File: src/rtl/fta_credit_gate256.sv
// fta_credit_gate256
//   Credit-based request gate plus response FIFO sitting between an FTA
//   256-bit bus master and a fixed-latency, non-stalling slave.  The slave
//   cannot be back-pressured, so every ack-producing request must own a
//   FIFO slot before it is let through.
//
//   Ports
//     clk_i      clock
//     rst_i      asynchronous active-high reset
//     m_req      request from the master
//     m_stall_o  master must hold m_req (no credit left)
//     s_req      registered request toward the slave
//     s_resp     slave response, valid when ack=1
//     m_resp     FIFO head toward the master, ack=1 when not empty
//     m_pop_i    master consumes the FIFO head
//     ovf_o      sticky: an ack arrived without reservation or FIFO full

package fta_bus_pkg;

  typedef enum logic [2:0] {
    CLASSIC = 3'b000,
    FIXED   = 3'b001,
    INCR    = 3'b010,
    ERC     = 3'b111
  } fta_cycle_type_t;

  typedef enum logic [1:0] {
    OKAY    = 2'b00,
    DECERR  = 2'b01,
    PROTERR = 2'b10,
    ERR     = 2'b11
  } fta_tranerr_t;

  typedef struct packed {
    logic            cyc;
    logic            stb;
    logic            we;
    fta_cycle_type_t cti;
    logic [2:0]      pri;
    logic [7:0]      tid;
    logic [15:0]     asid;
    logic [31:0]     adr;
    logic [31:0]     sel;
    logic [255:0]    dat;
    logic            ctag;
  } fta_cmd_request256_t;

  typedef struct packed {
    logic         ack;
    logic         next;
    logic         stall;
    logic         rty;
    fta_tranerr_t err;
    logic [2:0]   pri;
    logic [7:0]   tid;
    logic [15:0]  asid;
    logic [31:0]  adr;
    logic [255:0] dat;
    logic         ctag;
  } fta_cmd_response256_t;

endpackage

module fta_credit_gate256
  import fta_bus_pkg::*;
#(
  parameter int DEPTH = 8,
  localparam int CW = $clog2(DEPTH) + 1
) (
  input  logic                 clk_i,
  input  logic                 rst_i,
  input  fta_cmd_request256_t  m_req,
  output logic                 m_stall_o,
  output fta_cmd_request256_t  s_req,
  input  fta_cmd_response256_t s_resp,
  output fta_cmd_response256_t m_resp,
  input  logic                 m_pop_i,
  output logic                 ovf_o
);

  localparam int PW = $clog2(DEPTH);
  localparam logic [CW-1:0] FULL = CW'(DEPTH);

  typedef struct packed {
    logic [255:0] dat;
    logic [7:0]   tid;
    logic [15:0]  asid;
    logic [31:0]  adr;
    logic         ctag;
  } entry_t;

  entry_t        mem [DEPTH];
  logic [CW-1:0] res;
  logic [CW-1:0] cnt;
  logic [PW-1:0] wr_ptr;
  logic [PW-1:0] rd_ptr;

  logic req_present;
  logic credit_req;
  logic accept;
  logic take_credit;
  logic pop;
  logic capture;
  logic unused_resp_bits;

  // Gate decisions.  The stall only looks at registered res, so a pop in
  // the same cycle cannot release it and m_pop_i never reaches m_stall_o.
  always_comb begin
    req_present = m_req.cyc & m_req.stb;
    credit_req  = ~m_req.we | (m_req.cti == ERC);
    m_stall_o   = req_present & credit_req & (res == FULL);
    accept      = req_present & ~m_stall_o;
    take_credit = accept & credit_req;
    pop         = m_pop_i & (cnt != '0);
    capture     = s_resp.ack & (cnt != FULL) & (res != '0);
  end

  assign unused_resp_bits = ^{s_resp.next, s_resp.stall, s_resp.rty,
                              s_resp.err, s_resp.pri};

  // Reservation and occupancy counters, FIFO pointers and the sticky
  // overflow flag.  An ack that finds no reservation or a full FIFO is
  // discarded rather than overwriting a live entry.
  always_ff @(posedge clk_i or posedge rst_i) begin
    if (rst_i) begin
      res    <= '0;
      cnt    <= '0;
      wr_ptr <= '0;
      rd_ptr <= '0;
      ovf_o  <= 1'b0;
    end else begin
      if (take_credit && !pop) begin
        res <= res + CW'(1);
      end else if (!take_credit && pop) begin
        res <= res - CW'(1);
      end
      if (capture && !pop) begin
        cnt <= cnt + CW'(1);
      end else if (!capture && pop) begin
        cnt <= cnt - CW'(1);
      end
      if (capture) begin
        wr_ptr <= wr_ptr + PW'(1);
      end
      if (pop) begin
        rd_ptr <= rd_ptr + PW'(1);
      end
      if (s_resp.ack && !capture) begin
        ovf_o <= 1'b1;
      end
    end
  end

  // Response storage; contents need no reset because cnt qualifies them.
  always_ff @(posedge clk_i) begin
    if (capture) begin
      mem[wr_ptr] <= entry_t'{dat:  s_resp.dat,
                              tid:  s_resp.tid,
                              asid: s_resp.asid,
                              adr:  s_resp.adr,
                              ctag: s_resp.ctag};
    end
  end

  // Registered request toward the slave: one valid cycle per accept,
  // payload fields hold when idle.
  always_ff @(posedge clk_i or posedge rst_i) begin
    if (rst_i) begin
      s_req <= '0;
    end else if (accept) begin
      s_req <= m_req;
    end else begin
      s_req.cyc <= 1'b0;
      s_req.stb <= 1'b0;
    end
  end

  // FIFO head presented to the master with fixed status fields.
  always_comb begin
    m_resp      = '0;
    m_resp.ack  = (cnt != '0);
    m_resp.err  = OKAY;
    m_resp.pri  = 3'd7;
    m_resp.dat  = mem[rd_ptr].dat;
    m_resp.tid  = mem[rd_ptr].tid;
    m_resp.asid = mem[rd_ptr].asid;
    m_resp.adr  = mem[rd_ptr].adr;
    m_resp.ctag = mem[rd_ptr].ctag;
  end

endmodule

File: config.mk
export PLATFORM = sky130hd
export DESIGN_NAME = fta_credit_gate256
export DESIGN_NICKNAME = d
export VERILOG_FILES = /design/src/rtl/fta_credit_gate256.sv
export SDC_FILE = /design/constraint.sdc
export NUM_CORES = 2
export LEC_CHECK = 0
export ABC_AREA = 1
export CORE_AREA = 2 2 525 527
export DETAILED_ROUTE_END_ITERATION = 8
export DIE_AREA = 0 0 527 529
export SYNTH_ARGS = -nofsm -noshare
export SYNTH_HDL_FRONTEND = slang
export SYNTH_SLANG_ARGS = --single-unit
File: constraint.sdc
create_clock -name clk_i -period 31 [get_ports clk_i]
set_input_delay 7.75 -clock clk_i [delete_from_list [all_inputs] [get_ports clk_i]]
set_output_delay 7.75 -clock clk_i [all_outputs]
set_load 0.02 [all_outputs]
**Word level (Yosys, flattened, before mapping)**

Memories as Yosys holds them, arrays and structs flattened.
Cells that the tools add are included.

- Output and inout port bits: 678
- RAM bits: 2504
- Memories kept: 1
- Input bits: 679
- Bits in registers: 369
- Logic and storage cells: 56

Memories:

| memory | words | bits a word | rd ports | clocked after Yosys merged registers in | wr ports | RTL line | source |
|---|---|---|---|---|---|---|---|
| mem | 8 | 313 | 1 | 0 | 1 | 92 | `entry_t mem [DEPTH];` |

- Equality and inequality tests: 3
- Add/subtract/negate cells: 6
- Mux-type cells: 7
- Bitwise operators: 11
- Reduce and logical (&&, ||, !) cells: 12

Operators with widths:

| kind | number |
|---|---|
| 2-to-1 mux 4 bit | 4 |
| adder 4 x 1 -> 4 bit, second input constant | 2 |
| bitwise AND 1 bit | 8 |
| nonzero test 4 bit | 2 |
| subtractor 4 x 1 -> 4 bit, second input constant | 2 |
| adder 3 x 1 -> 3 bit, second input constant | 2 |
| logical AND 1 bit | 5 |
| equality test 4 bit, second input constant | 1 |
| != test 4 bit, second input constant | 1 |
| nonzero test 2 bit | 2 |
| equality test 3 bit, second input constant | 1 |
| zero test 1 bit | 3 |
| 2-to-1 mux 1 bit | 2 |
| 2-to-1 mux 2 bit | 1 |
| inverter 1 bit | 2 |
| OR 1 bit | 1 |

**Logic depth before layout (Yosys ltp)**

- Word-level depth: 11
- Mapped depth: 18
- Gate-level depth less buffers: 16

**Worst setup path before layout**

No wires, ideal clock.

- Kind: input to register
- Start: in s_resp[321] (netlist bit)
- End: mem mem[5][0] (netlist bit), enable pin
- Path slack: 534 ps
- Stages: 2
- Required time: 29626 ps
- Setup time: 1374 ps
- Buffers on the path: 0
- Arrival time: 29091 ps
- Path through: nand3_1 nor3_1

- Longest elaborated chain between the ends: 4

RTL lines:

| element | RTL line | source |
|---|---|---|
| start, declared | 75 | `input fta_cmd_response256_t s_resp,` |
| bitwise AND 1 bit (2 in series) | 115 | `capture = s_resp.ack & (cnt != FULL) & (res != '0);` |
| 2-to-1 mux 1 bit | 156 | `if (capture) begin` |
| 2-to-1 mux 1 bit (not written as such) | 157 | `mem[wr_ptr] <= entry_t'{dat: s_resp.dat,` |
| end, declared | 92 |  |

Every way passes these cells.

**Final worst setup path**

- Start: in m_req[352] (netlist bit)
- End: out m_stall_o

- Longest elaborated chain between the ends: 3

RTL lines:

| element | RTL line | source |
|---|---|---|
| start, declared | 72 | `input fta_cmd_request256_t m_req,` |
| bitwise AND 1 bit | 109 | `req_present = m_req.cyc & m_req.stb;` |
| bitwise AND 1 bit (2 in series) | 111 | `m_stall_o = req_present & credit_req & (res == FULL);` |
| end, declared | 73 | `output logic m_stall_o,` |

Every way passes these cells.

==> impl_metrics.py <==
metrics = {
    "synthesis": {
        "avgSynthCellArea_um2": 11.39,
        "yosysUniqueCellTypes": 23,
        "synth_top_area_share_pct": 66.12,
        "synth.largest_area_cell": "edfxtp_1",
        "netlist_area_um2": 113700,
        "seq_area_frac_synth_pct": 74.24,
        "netlist_instances": 9983,
        "yosys-top-cells-area": "edfxtp_1 66%, nor2_1 8.3%, dfrtp_1 8.1%",
        "synth_seq_cells": 2873,
        "yosys_warnings": 0,
    },
    "timing": {
        "period_share_pct": 56.27,
        "relSlewSlack_pct": -0.9966,
        "worst_pin_slew_ns": 1.515,
        "finalCriticalPeriod_ns": 17.44,
        "finClkSkew_ns": 0.07010,
        "rsz0062_at_grt": "false",
        "tns_ns": 0,
        "drv_slew": 33,
        "finalSetupViolCount": 0,
        "max_clock_freq_mhz": 57.33,
        "hold_viol": 0,
    },
    "detailed_routing": {
        "first_pass_iters": 6,
        "wirelength_um": 377800,
        "viasPerCell": 5.236,
        "wl_per_cell_um": 25.13,
        "vias": 78726,
        "antenna_left": 0,
        "drc": 0,
        "dr.first_iter.drc_count": 7054,
    },
    "setup_path": {
        "cpMaxStageDelayCell": "clkdlybuf4s50_1",
        "worst_ep_required_time_ns": 23.25,
        "rr_startpoint": "res[3]",
        "worst_setup_path_start_kind": "primary input",
        "path_class": "in2out",
        "crit_chain": "clkdlybuf4s50_1, nand3_1, nor2_1, nand2_4, inv_1, clkdlybuf4s50_1",
        "critPathMaxFanout": 51,
        "crit_top_cell": "clkdlybuf4s50_1",
        "r2r_setup_slack_ns": 25.49,
        "crit_path_start": "m_req[352]",
        "cp-end-kind": "primary output",
        "cpPeakStageDelay_ns": 0.61,
        "cp_data_arrival_time_ns": 9.69,
    },
    "flow_run": {
        "drv_cap": 0,
    },
    "power": {
        "p_leak_uw": 0.05233,
        "p_per_area_nw_per_um2": 98.95,
        "vdd_drop_max_mv": 0.08697,
    },
    "die": {
        "die_area_um2": 278800,
        "rows": 192,
        "boundaryPins": 1357,
        "dieHeight_um": 529,
        "coreArea_um2": 272900,
        "die_w_um": 527,
        "start_util_pct": 41.67,
    },
    "global_routing": {
        "grt_pass1_wl_um": 534100,
        "grt_max_degree": 232,
        "grt_antenna_before_repair": 134,
        "grt-ovfl-total": 0,
        "grt_pass1_vias": 74705,
        "track_usage_pct": 26.24,
    },
    "status": {
        "violations": "slew limit",
        "status": "complete, but fails checks",
    },
    "placement": {
        "gp_congestion": 1.002,
        "place_hpwl_um": 232500,
        "place_area_um2": 130000,
        "numPortBuffers": 1340,
    },
    "clock_tree": {
        "clockBufferDepth": 4,
        "clockRootBuffer": "clkbuf_16",
        "cts_htree_levels": 5,
        "clk_latency_ns": 0.91,
        "cts_hold_buf": 0,
        "cts_setup_buffers": 0,
        "cts_resized": 0,
        "cts_tree": "done",
        "clkTransAtPathRegs_ns": 0.06,
        "numCtsBuffers": 315,
        "clock_sinks": 2873,
    },
    "final_layout": {
        "layout_common_cells": "2513 x nor2_1, 2504 x edfxtp_1, 2312 x nand2_1",
        "final_common_cell": "nor2_1",
        "final_area_um2": 139900,
        "nNetsFinal": 11825,
        "area_growth_pct": 23.05,
        "drive_gt1_share_pct": 4.827,
        "fillers": 23215,
    },
    "worst_hold_path": {
        "worstHoldStart": "s_req[90]",
        "hold_class": "reg2reg",
    },
}
## logic make-up after synthesis
family | after synthesis | synth area share (%)
buffers and inverters | 630 | 2.441
other | 2 | 0.006604
adders and majority gates | 10 | 0.1232
DFF | 2873 | 74.24
and+or+nand+nor | 5198 | 17.56
xor gates and xnor gates | 11 | 0.08471
AOI/OAI and AO/OA | 1259 | 5.543
## stage by stage
stage	utilization, %	total power [µW]	cells	setup WS, ns	hold slack [ns]
floorplan	-	8298	9989	0.5345	0.4782
finish	51.28	13850	15036	13.56	0.4690
CTS	51.21	13960	14962	13.57	0.4713
global placement	47.64	10300	14408	13.59	0.4444
global route	51.25	14550	15008	13.48	0.4890
detailed placement	47.64	10370	14408	13.58	0.4485
## synth_stat cells
master	instances
nor2_1	2517
edfxtp_1	2504
nand2_1	2314
o21ai_0	994
dfrtp_1	369
nand3_1	360
clkbuf_1	267
o21ai_1	261
buf_2	236
buf_1	78
buf_4	29
inv_1	16
ha_1	8
xnor2_1	7
nor3_1	4
xor2_1	4
a21oi_1	3
inv_2	3
or2_2	3
conb_1	2
fa_1	2
a21o_1	1
buf_6	1
## layout make-up
type / instances / area (µm²) / share of cell area [%]
Tap cell: 3589 / 4491 / 3.209
Clock buffer: 382 / 8320 / 5.946
Inverter: 19 / 108.9 / 0.07779
Sequential cell: 2873 / 84440 / 60.34
Clock inverter: 172 / 1423 / 1.017
Multi-Input combinational cell: 6486 / 26610 / 19.02
Timing Repair Buffer: 1441 / 14360 / 10.26
Antenna cell: 74 / 185.2 / 0.1323
## layer usage
metal | share of wire, % | global-route usage [%] | up-vias
li1 | - | - | 36248
met1 | 39 | 32.32 | 38961
met4 | 6.4 | 16.02 | 74
met5 | 0.12 | 0 | -
met2 | 47 | 41.82 | 2724
met3 | 7.6 | 6.346 | 719
## registers in the layout, indices dropped and copies added, names as in the netlist
register,flops
ovf_o,1
cnt,4
s_req,354
wr_ptr,3
mem,2504
rd_ptr,3
res,4
## critical path, delay by kind of cell
family / cells / cell delay, ns
AND/OR/NAND/NOR: 3 / 0.66
buffers and inverters: 3 / 1.24
## power breakdown
group          internal [µW]  switching, µW
Combinational           1700           3640
Sequential              4770            165
Clock                   2040           1530
## path summary, 6_finish.rpt
check / to / depth (start not counted)
hold / removal: s_req[90] / 2
min in group asynchronous: s_req[101] / 2
setup reg to reg: mem[2][242] / 9
hold reg to reg: s_req[90] / 2
setup / recovery: m_stall_o / 6
max in group asynchronous: s_req[283] / 5
Power figures use the tool's default switching activity.
